File: src/rtl/controller_sequencer.sv
// controller_sequencer: SAP-1 one-hot T1..T6 ring plus opcode decode that drives the 12-bit control word
module controller_sequencer #(
   parameter logic [3:0] OP_LDA = 4'h0,
   parameter logic [3:0] OP_ADD = 4'h1,
   parameter logic [3:0] OP_SUB = 4'h2,
   parameter logic [3:0] OP_OUT = 4'hE,
   parameter logic [3:0] OP_HLT = 4'hF
) (
   input  logic       CLK,
   input  logic       CLR_bar,
   input  logic       RUN,
   input  logic [3:0] opcode,
   output logic [5:0] t_state,
   output logic       HLT,
   output logic       Cp,
   output logic       Ep,
   output logic       Lm_bar,
   output logic       CE_bar,
   output logic       Li_bar,
   output logic       Ei_bar,
   output logic       La_bar,
   output logic       Ea,
   output logic       Su,
   output logic       Eu,
   output logic       Lb_bar,
   output logic       Lo_bar
);
   typedef enum logic [5:0] {
      T1 = 6'b000001,
      T2 = 6'b000010,
      T3 = 6'b000100,
      T4 = 6'b001000,
      T5 = 6'b010000,
      T6 = 6'b100000
   } state_t;
   state_t state, state_nxt;
   logic halted, halted_nxt;
   logic [5:0] t;
   logic lda, alu, sub, out, mem;
   always_ff @(posedge CLK)
      if (!CLR_bar) begin
         state  <= T1;
         halted <= 1'b0;
      end else begin
         state  <= state_nxt;
         halted <= halted_nxt;
      end
   always_comb begin
      state_nxt  = state;
      halted_nxt = halted;
      if (RUN && !halted) begin
         if (state == T4 && opcode == OP_HLT) halted_nxt = 1'b1;
         else state_nxt = state_t'({state[4:0], state[5]});
      end
      t       = halted ? 6'b0 : state;
      lda     = opcode == OP_LDA;
      sub     = opcode == OP_SUB;
      alu     = opcode == OP_ADD || sub;
      out     = opcode == OP_OUT;
      mem     = lda || alu;
      t_state = state;
      HLT     = halted;
      Ep      = t[0];
      Cp      = t[1];
      Lm_bar  = ~(t[0] | (t[3] & mem));
      CE_bar  = ~(t[2] | (t[4] & mem));
      Li_bar  = ~t[2];
      Ei_bar  = ~(t[3] & mem);
      La_bar  = ~((t[4] & lda) | (t[5] & alu));
      Ea      = t[3] & out;
      Su      = t[5] & sub;
      Eu      = t[5] & alu;
      Lb_bar  = ~(t[4] & alu);
      Lo_bar  = ~(t[3] & out);
   end
endmodule

File: config.mk
export PLATFORM = sky130hd
export DESIGN_NAME = controller_sequencer
export DESIGN_NICKNAME = d
export VERILOG_FILES = /design/src/rtl/controller_sequencer.sv
export SDC_FILE = /design/constraint.sdc
export NUM_CORES = 1
export LEC_CHECK = 0
export ABC_AREA = 1
export BUFFER_PORTS_ARGS = -buffer_cell sky130_fd_sc_hd__buf_2
export CORE_AREA = 2 2 39 41
export DETAILED_ROUTE_END_ITERATION = 6
export DIE_AREA = 0 0 41 43
export PLACE_DENSITY = 0.66
export RECOVER_POWER = 50
export SYNTH_ARGS = -nofsm -noshare
export SYNTH_HDL_FRONTEND = slang
export SYNTH_SLANG_ARGS = --single-unit
export TNS_END_PERCENT = 5
File: constraint.sdc
create_clock -name CLK -period 1 [get_ports CLK]
set_input_delay 0.1 -clock CLK [delete_from_list [all_inputs] [get_ports CLK]]
set_output_delay 0.1 -clock CLK [all_outputs]
set_load 0.005 [all_outputs]
# Yosys cells after proc, flatten, opt, wreduce, memory -nomap -nowiden
# Cells that the tools add are included.
# op_classes
n_eq_ne	5
n_mux	1
bitwise_logic	18
n_reduce_logical	8
# ops
cell	n
$eq 4x4->1 const B	2
$not 1->1	8
$and 1x1->1	7
$eq 6x4->1 const B	1
$mux 6	1
$eq 4x1->1 const B	1
$eq 4x2->1 const B	1
$logic_not 4->1	1
$reduce_and 2->1	2
$or 1x1->1	3
$logic_and 1x1->1	2
$logic_or 1x1->1	2
$logic_not 1->1	1
# word_totals
ff_bits	7
output_inout_bits	19
wordCells	34

# Longest topological paths before layout
# Gate-level depths: netlist of the first run.
# logic_depth
depth_word	6
mapped_depth	7
ltp_nobuf	7

# Least setup slack after synthesis of the first run
# No wires, ideal clock.
# synth_path
path_kind	flip-flop to flip-flop
from	register state[2], in the netlist t_state[2]
to	register state[2], in the netlist t_state[2]
t_arrival_ns	0.886
t_required_ns	0.885
path_slack_ns	-0.001
path_stages_with_launch	7
path_cell_list	dfxtp_1 inv_1 nand2_1 nor2_2 nand3_4 a21oi_1 nor2_1
# synth_between
elab_chain_cells	4
# synth_lines
item	line_no	text
from (decl)	36	state_t state, state_nxt;
from (signal assigned)	45	state <= state_nxt;
$eq 6x4->1	52	if (state == T4 && opcode == OP_HLT) halted_nxt = 1'b1;
$logic_and 1x1->1	52	
$not 1->1 (no source line)	--	
$reduce_and 2->1 (no source line)	--	
# Every way passes these cells.
# A chain may end at the register's enable or synchronous reset.

# Final worst setup path of the first run
# layout_path
from	register halted, in the netlist HLT
to	output port La_bar
# layout_between
elab_chain_cells	4
elab_cells_between_ends	5
# layout_lines
item	line_no	text
from (decl)	37	logic halted, halted_nxt;
from (signal assigned)	46	halted <= halted_nxt;
$mux 6 (*)	55	t = halted ? 6'b0 : state;
$and 1x1->1	69	La_bar = ~((t[4] & lda) | (t[5] & alu));
$or 1x1->1 (*)	69	
$not 1->1 (*)	69	
to (decl)	21	output logic La_bar,
# Every way passes the cells marked *; elsewhere a longest branch is shown, timed or not.

==> results of run 1 <==
-- worst min-delay path by stage --
stage                       start         end  cells after the start
after floorplan           CLR_bar  t_state[0]                      1
after global placement    CLR_bar  t_state[0]                      2
after detailed placement  CLR_bar  t_state[0]                      2
after CTS                 CLR_bar  t_state[0]                      2
after global routing      CLR_bar  t_state[0]                      2
final                     CLR_bar  t_state[0]                      2
-- what timing repair did --
item / CTS / global route
endpoints found under the setup margin: 18 / 19
resized for setup: 20 / 9
buffers inserted: 2 / 0
pin swaps: 3 / 4
-- kinds of logic (layout without fill, tap and decap cells) --
kind of cell	count (synthesis)	count (layout)	share of synthesized area
buffers and inverters	13	57	0.1099
and+or+nand+nor	39	39	0.4338
muxes	1	1	0.02254
AOI/OAI and AO/OA	10	10	0.1183
DFF	7	7	0.3155
-- critical path: cells and delay by family (launching register included) --
| family | cells | cell delay (ns) |
|---|---|---|
| buffers and inverters | 1 | 0.13 |
| AND/OR/NAND/NOR | 3 | 0.34 |
| AO/OA/AOI/OAI | 1 | 0.05 |
| flip-flops | 1 | 0.36 |
-- layout make-up --
type	instances	area (sq um)	area share
tap	16	20.02	0.02500
inverter	13	48.80	0.06094
multi-input combinational	50	287.8	0.3594
sequential	7	151.4	0.1891
clock buffer	4	26.28	0.03281
timing repair buffer	40	266.5	0.3328
-- power breakdown --
| group | leakage (nW) | internal [mW] | switching (mW) | total (mW) |
|---|---|---|---|---|
| Sequential | 0.0598 | 0.294 | 0.0121 | 0.306 |
| Clock | 0.0150 | 0.152 | 0.102 | 0.254 |
| Combinational | 0.342 | 0.115 | 0.115 | 0.230 |
| Total | 0.417 | 0.561 | 0.229 | 0.790 |
-- flip-flops by register name, indices dropped and copies added (netlist names) --
| name | flops |
|---|---|
| t_state | 6 |
| HLT | 1 |
-- through the flow --
stage          cell area [sq um]  instances  TNS [ns]  power (mW)  worst slack, ns
6_report                   800.8        130    -1.782      0.7898          -0.2233
5_1_grt                    800.8        130    -3.003      0.8454          -0.3163
4_1_cts                    778.2        130    -2.029      0.7924          -0.2278
3_5_place_dp               686.9        124   -0.1973      0.5087         -0.06531
3_3_place_gp               686.9        124  -0.06093      0.5049         -0.03541
2_1_floorplan              444.2         70         0      0.4001         0.001449
-- layout by cell type, fill, tap and decap left out --
cell type  instances
dfxtp_2            3
clkbuf_1           1
o21ai_0            1
inv_2              6
a21oi_1            6
nand3_1            6
nor2_2             6
o21ai_1            1
a31oi_1            2
nor3_2             1
mux2i_1            1
dfxtp_4            2
nand4_1            2
dfxtp_1            2
buf_6              7
clkbuf_4           3
buf_2             24
nor3_1             1
nor2_1             6
nand3_4            1
inv_1              7
nand2_2            3
nor2_4             3
nand2_1           10
buf_4              9
-- metal layers --
layer	vias up	routed length [um]	part of all wire	track usage
li1	314	-	-	-
met1	255	505	0.39	0.1768
met5	-	0	0	0
met3	6	92	0.071	0.01571
met2	22	639	0.50	0.2750
met4	0	52	0.040	0.1733
==> out/metrics.yaml, run 1 <==
status:
  status: "finished, violations left"
  violations: "setup timing"
synth:
  syn_avg_cell_area_sq_um: 6.345
  synthCells: 70
  synth-edff-count: 0
  synthTopCellsByCount: "nor2_1 (12), inv_1 (11), nand2_1 (11), dfxtp_1 (7)"
  synth_most_common_cell: "nor2_1"
  ys_seq_area_frac: 0.3155
  async_reset_ff_frac: 0
  syn_nets: 77
  syn_area_sq_um: 444.2
  synth_cell_type_count: 16
  yosysTopAreaCell: "dfxtp_1"
  yosysWarnings: 0
  synth.top_cell.area_share: 0.3155
  synth-main-ff-cell: "dfxtp_1"
  synth.ff_latch_count: 7
  synth_area_leaders: "dfxtp_1 (32%), nor2_1 (10%), inv_1 (9.3%), nand2_1 (9.3%), a21oi_1 (6.8%)"
run:
  maxCapViolCount: 0
clocking:
  cts_hold_buf: 0
  cts_buffers: 3
  h-tree-depth: 1
  root_buffer: "clkbuf_4"
  cts_tree: "built"
  cts.path.max_buffers: 2
  insertion_delay_ns: 0.25
  cts.clk_slew.worst_paths_ns: 0.05
  clkSinkCount: 7
global_route:
  overflow: 0
  grt_pass1_wl_um: 2014
  grt_max_degree: 8
  antenna_found_initial: 0
  grt_pass1_vias: 536
  grtUsageTotal: 0.1727
drt:
  via_per_inst: 4.592
  first_iter_violations: 5
  wirelength_um: 1290
  vias: 597
  dr.pass1.iters: 4
  antenna_left: 0
  drc: 0
  wl_per_cell_um: 9.923
final_layout:
  fillerInstances: 139
  fin_util: 0.5787
  drive_gt1_frac: 0.5965
  syn_to_final_growth_pct: 80.28
  antennaDiodeCount: 0
  final_nets: 122
power_and_ir_drop:
  p_leak_nw: 0.4166
  ir_drop_uv: 699.7
  p_per_area_nw_per_um2: 986.3
setup_path:
  slowest_delay_ns: 0.36
  rr_endpoint: "t_state[2]"
  startpoint: "HLT"
  crit_fanout: 6
  startpoint_type: "register"
  rrSetupSlack_ns: -0.05
  arrival_ns: 1.12
  endpoint: "La_bar"
  crit_chain: "nor2_1, nand2_1, nor3_2, a31oi_1, buf_2"
  worstReg2RegStart: "t_state[4]"
  rr_worst_depth: 5
  path_class: "register to output port"
  cp_data_required_time_ns: 0.90
  cpMaxStageDelayCell: "dfxtp_4"
  cp-end-kind: "output port"
sta:
  hold_viol: 0
  finalClockSkew_ns: 0.003598
  setup_ws_ns: -0.2233
  post-route-min-period_ns: 1.223
  whs_ns: 0.08636
  slew-limit-headroom: 0.8727
  finalMaxSlewViolations: 0
  rsz0062_at_grt: "yes"
  worst_slew_pin_slew_ns: 0.1907
  setup_violations: 16
  max_freq_mhz: 817.4
  period_share: 1.223
placement:
  io_buffer_count: 25
  dp_hpwl_um: 1023
  gp_congestion: 0.8201
worst_hold_path:
  hold_path.class: "input port to register"
floorplanning:
  start_util: 0.3210
  io_pins: 26
  die-area_sq_um: 1763
  core-area_sq_um: 1384
  die_h_um: 43
  fp.dieW_um: 41
  rows: 14
Power figures use the tool's default switching activity.
==> run 2: changes to the inputs <==
--- a/config.mk
+++ b/config.mk
@@ -5,7 +5,6 @@
 export SDC_FILE = /design/constraint.sdc
 export NUM_CORES = 1
 export LEC_CHECK = 0
-export ABC_AREA = 1
 export BUFFER_PORTS_ARGS = -buffer_cell sky130_fd_sc_hd__buf_2
 export CORE_AREA = 2 2 39 41
 export DETAILED_ROUTE_END_ITERATION = 6
==> out/metrics.yaml, run 2 <==
power_and_ir_drop:
  p_seq_frac: 0.397
  p_per_area_nw_per_um2: 974.5
  p_leak_nw: 0.3798
  ir_drop_uv: 685.0
  p_int_mw: 0.5550
  swShare: 0.2669
  power_switching_mw: 0.2021
  p_clk_frac: 0.337
  combPwrFrac: 0.265
final_layout:
  seqCellArea_sq_um: 142.6
  layout_commonest_cell: "buf_2"
  drive_gt1_frac: 0.5545
  layout_common_cells: "buf_2 (25), nand2_1 (14), buf_4 (10), dfxtp_1 (5)"
  antennaDiodeCount: 0
  fillerInstances: 144
  final_cell_count_no_fill: 117
  fin_util: 0.5615
  final_nets: 109
  largest_reg_flops: 6
  final_area_sq_um: 777.0
  multiInputGateArea_sq_um: 325.3
  syn_to_final_growth_pct: 78.45
sta:
  max_freq_mhz: 759.5
  finalMaxSlewViolations: 0
  hold_viol: 0
  setup_ws_ns: -0.3166
  period_share: 1.317
  finalClockSkew_ns: 0.006247
  whs_ns: 0.1859
  post-route-min-period_ns: 1.317
  slew-limit-headroom: 0.7778
  rsz0062_at_grt: "yes"
  setup_violations: 16
  worst_slew_pin_slew_ns: 0.3309
clocking:
  cts.path.max_buffers: 2
  cts_buffers: 3
  clkSinkCount: 7
  cts.clk_slew.worst_paths_ns: 0.05
  cts_setup_buffers: 0
  root_buffer: "clkbuf_4"
  insertion_delay_ns: 0.25
  cts_tree: "built"
  cts_hold_buf: 0
  h-tree-depth: 1
setup_path:
  crit_chain: "or4b_4, nor4b_4, nor4b_1"
  slowest_delay_ns: 0.55
  startpoint: "t_state[0]"
  cpMaxStageDelayCell: "or4b_4"
  cp-end-kind: "register"
  path_class: "register to register"
  startpoint_type: "register"
  worstReg2RegStart: "t_state[0]"
  arrival_ns: 1.45
  crit_fanout: 2
  cp_data_required_time_ns: 1.13
global_route:
  grt_pass1_vias: 476
  grt_max_degree: 8
  antenna_found_initial: 0
  grtUsageTotal: 0.1710
  grt_pass1_wl_um: 1966
  overflow: 0
drt:
  wirelength_um: 1310
  top_layer: "met4"
  dr_wl_met3_um: 85
  vias: 553
  wl_met2_um: 620
  antenna_left: 0
  first_iter_violations: 5
  via_per_inst: 4.726
  dr.pass1.iters: 3
  drc: 0
  wl_met1_um: 551
  wl_per_cell_um: 11.20
status:
  violations: "setup timing"
  status: "finished, violations left"
floorplanning:
  fp.dieW_um: 41
  rows: 14
  io_pins: 26
  start_util: 0.3146
  die-area_sq_um: 1763
  die_h_um: 43
  core-area_sq_um: 1384
synth:
  yosysTopAreaCell: "dfxtp_1"
  syn_avg_cell_area_sq_um: 7.775
  synth_most_common_cell: "nand2_1"
  syn_nets: 63
  synth_compound_area_frac: 0.1523
  yosys.area_share.simple: 0.4885
  synth_area_leaders: "dfxtp_1 (32%), nand2_1 (12%), nor2b_1 (10%), nor4b_4 (5.5%), a21boi_0 (5.2%)"
  synth-edff-count: 0
  synth-xor-area-share: 0.02011
  yosysWarnings: 0
  synthMuxAreaShare: 0
  synthCells: 56
  syn_area_sq_um: 435.4
  synth.top_cell.area_share: 0.3218
  ys_seq_area_frac: 0.3218
  synth_top_family_by_area: "simple AND/OR/NAND/NOR gates"
  async_reset_ff_frac: 0
  synthTopCellsByCount: "nand2_1 (14), dfxtp_1 (7), nor2b_1 (7), nor2_1 (4), a21boi_0 (3)"
  synthAdderAreaFrac: 0
  synth_cell_type_count: 24
  synth.ff_latch_count: 7
  synth-main-ff-cell: "dfxtp_1"
placement:
  dp_hpwl_um: 982.8
  gp_congestion: 0.7688
  dp.cells: 113
  place_area_sq_um: 700.7
  io_buffer_count: 25
worst_hold_path:
  hp-start: "CLR_bar"
  hold_path.class: "input port to register"
run:
  maxCapViolCount: 0
run 2: cell count changes after synthesis, moves of 2 or more:
cell / previous run / this run
nand3_1: 6 / 2
a21boi_0: 0 / 3
nor2b_1: 0 / 7
nand2_2: 2 / 0
inv_2: 2 / 0
nor2_1: 12 / 4
nand2_1: 11 / 14
a21oi_1: 6 / 0
nor2_2: 2 / 0
inv_1: 11 / 2
run 2: logic make-up after synthesis:
logic type / count (synthesis)
and+or+nand+nor: 37
AOI/OAI and AO/OA: 9
DFF: 7
buffers and inverters: 2
xor gates and xnor gates: 1
run 2: critical path, delay by kind of cell, from the launching register on:
family | cells | cell delay (ns)
simple gates | 3 | 0.88
flops | 1 | 0.32
run 2: worst paths after layout:
| check | to | slack [ns] | cells after the start |
|---|---|---|---|
| setup / recovery | t_state[4] | -0.32 | 3 |
| setup reg to reg | t_state[4] | -0.32 | 3 |
| hold / removal | HLT | 0.19 | 4 |
| hold reg to reg | HLT | 0.53 | 2 |
run 2: timing repair:
item / CTS / global route
gates resized for setup: 16 / 5
gates cloned: 0 / 0
pin swaps: 8 / 1
setup endpoints to repair: 17 / 20
run 2: layout make-up:
type	instances	area share
inverters	2	0.009662
repair buffers	41	0.3285
clock buffers	4	0.03382
multi-input cells	47	0.4187
well taps	16	0.02576
flip-flops and latches	7	0.1836
run 2: metal layers:
| layer | global-route usage | vias to the layer above |
|---|---|---|
| li1 | - | 287 |
| met1 | 0.1974 | 240 |
| met2 | 0.2656 | 22 |
| met3 | 0 | 4 |
| met4 | 0.1600 | 0 |
| met5 | 0 | - |
run 2: power groups by stage:
| stage | Sequential [mW] | Clock, mW | Combinational [mW] |
|---|---|---|---|
| 6_report | 0.301 | 0.255 | 0.201 |
| 5_1_grt | 0.302 | 0.273 | 0.224 |
| 4_1_cts | 0.301 | 0.270 | 0.201 |
| 3_5_place_dp | 0.306 | 0 | 0.184 |
| 3_3_place_gp | 0.305 | 0 | 0.183 |
| 2_1_floorplan | 0.315 | 0 | 0.0659 |
run 2: metrics by stage:
step	worst slack, ns	total power [mW]	TNS [ns]
6_report	-0.3166	0.7572	-2.864
5_1_grt	-0.3757	0.7995	-3.781
4_1_cts	-0.3264	0.7722	-3.085
3_5_place_dp	-0.3149	0.4897	-1.014
3_3_place_gp	-0.2922	0.4879	-0.8919
2_1_floorplan	-0.3052	0.3813	-0.8371
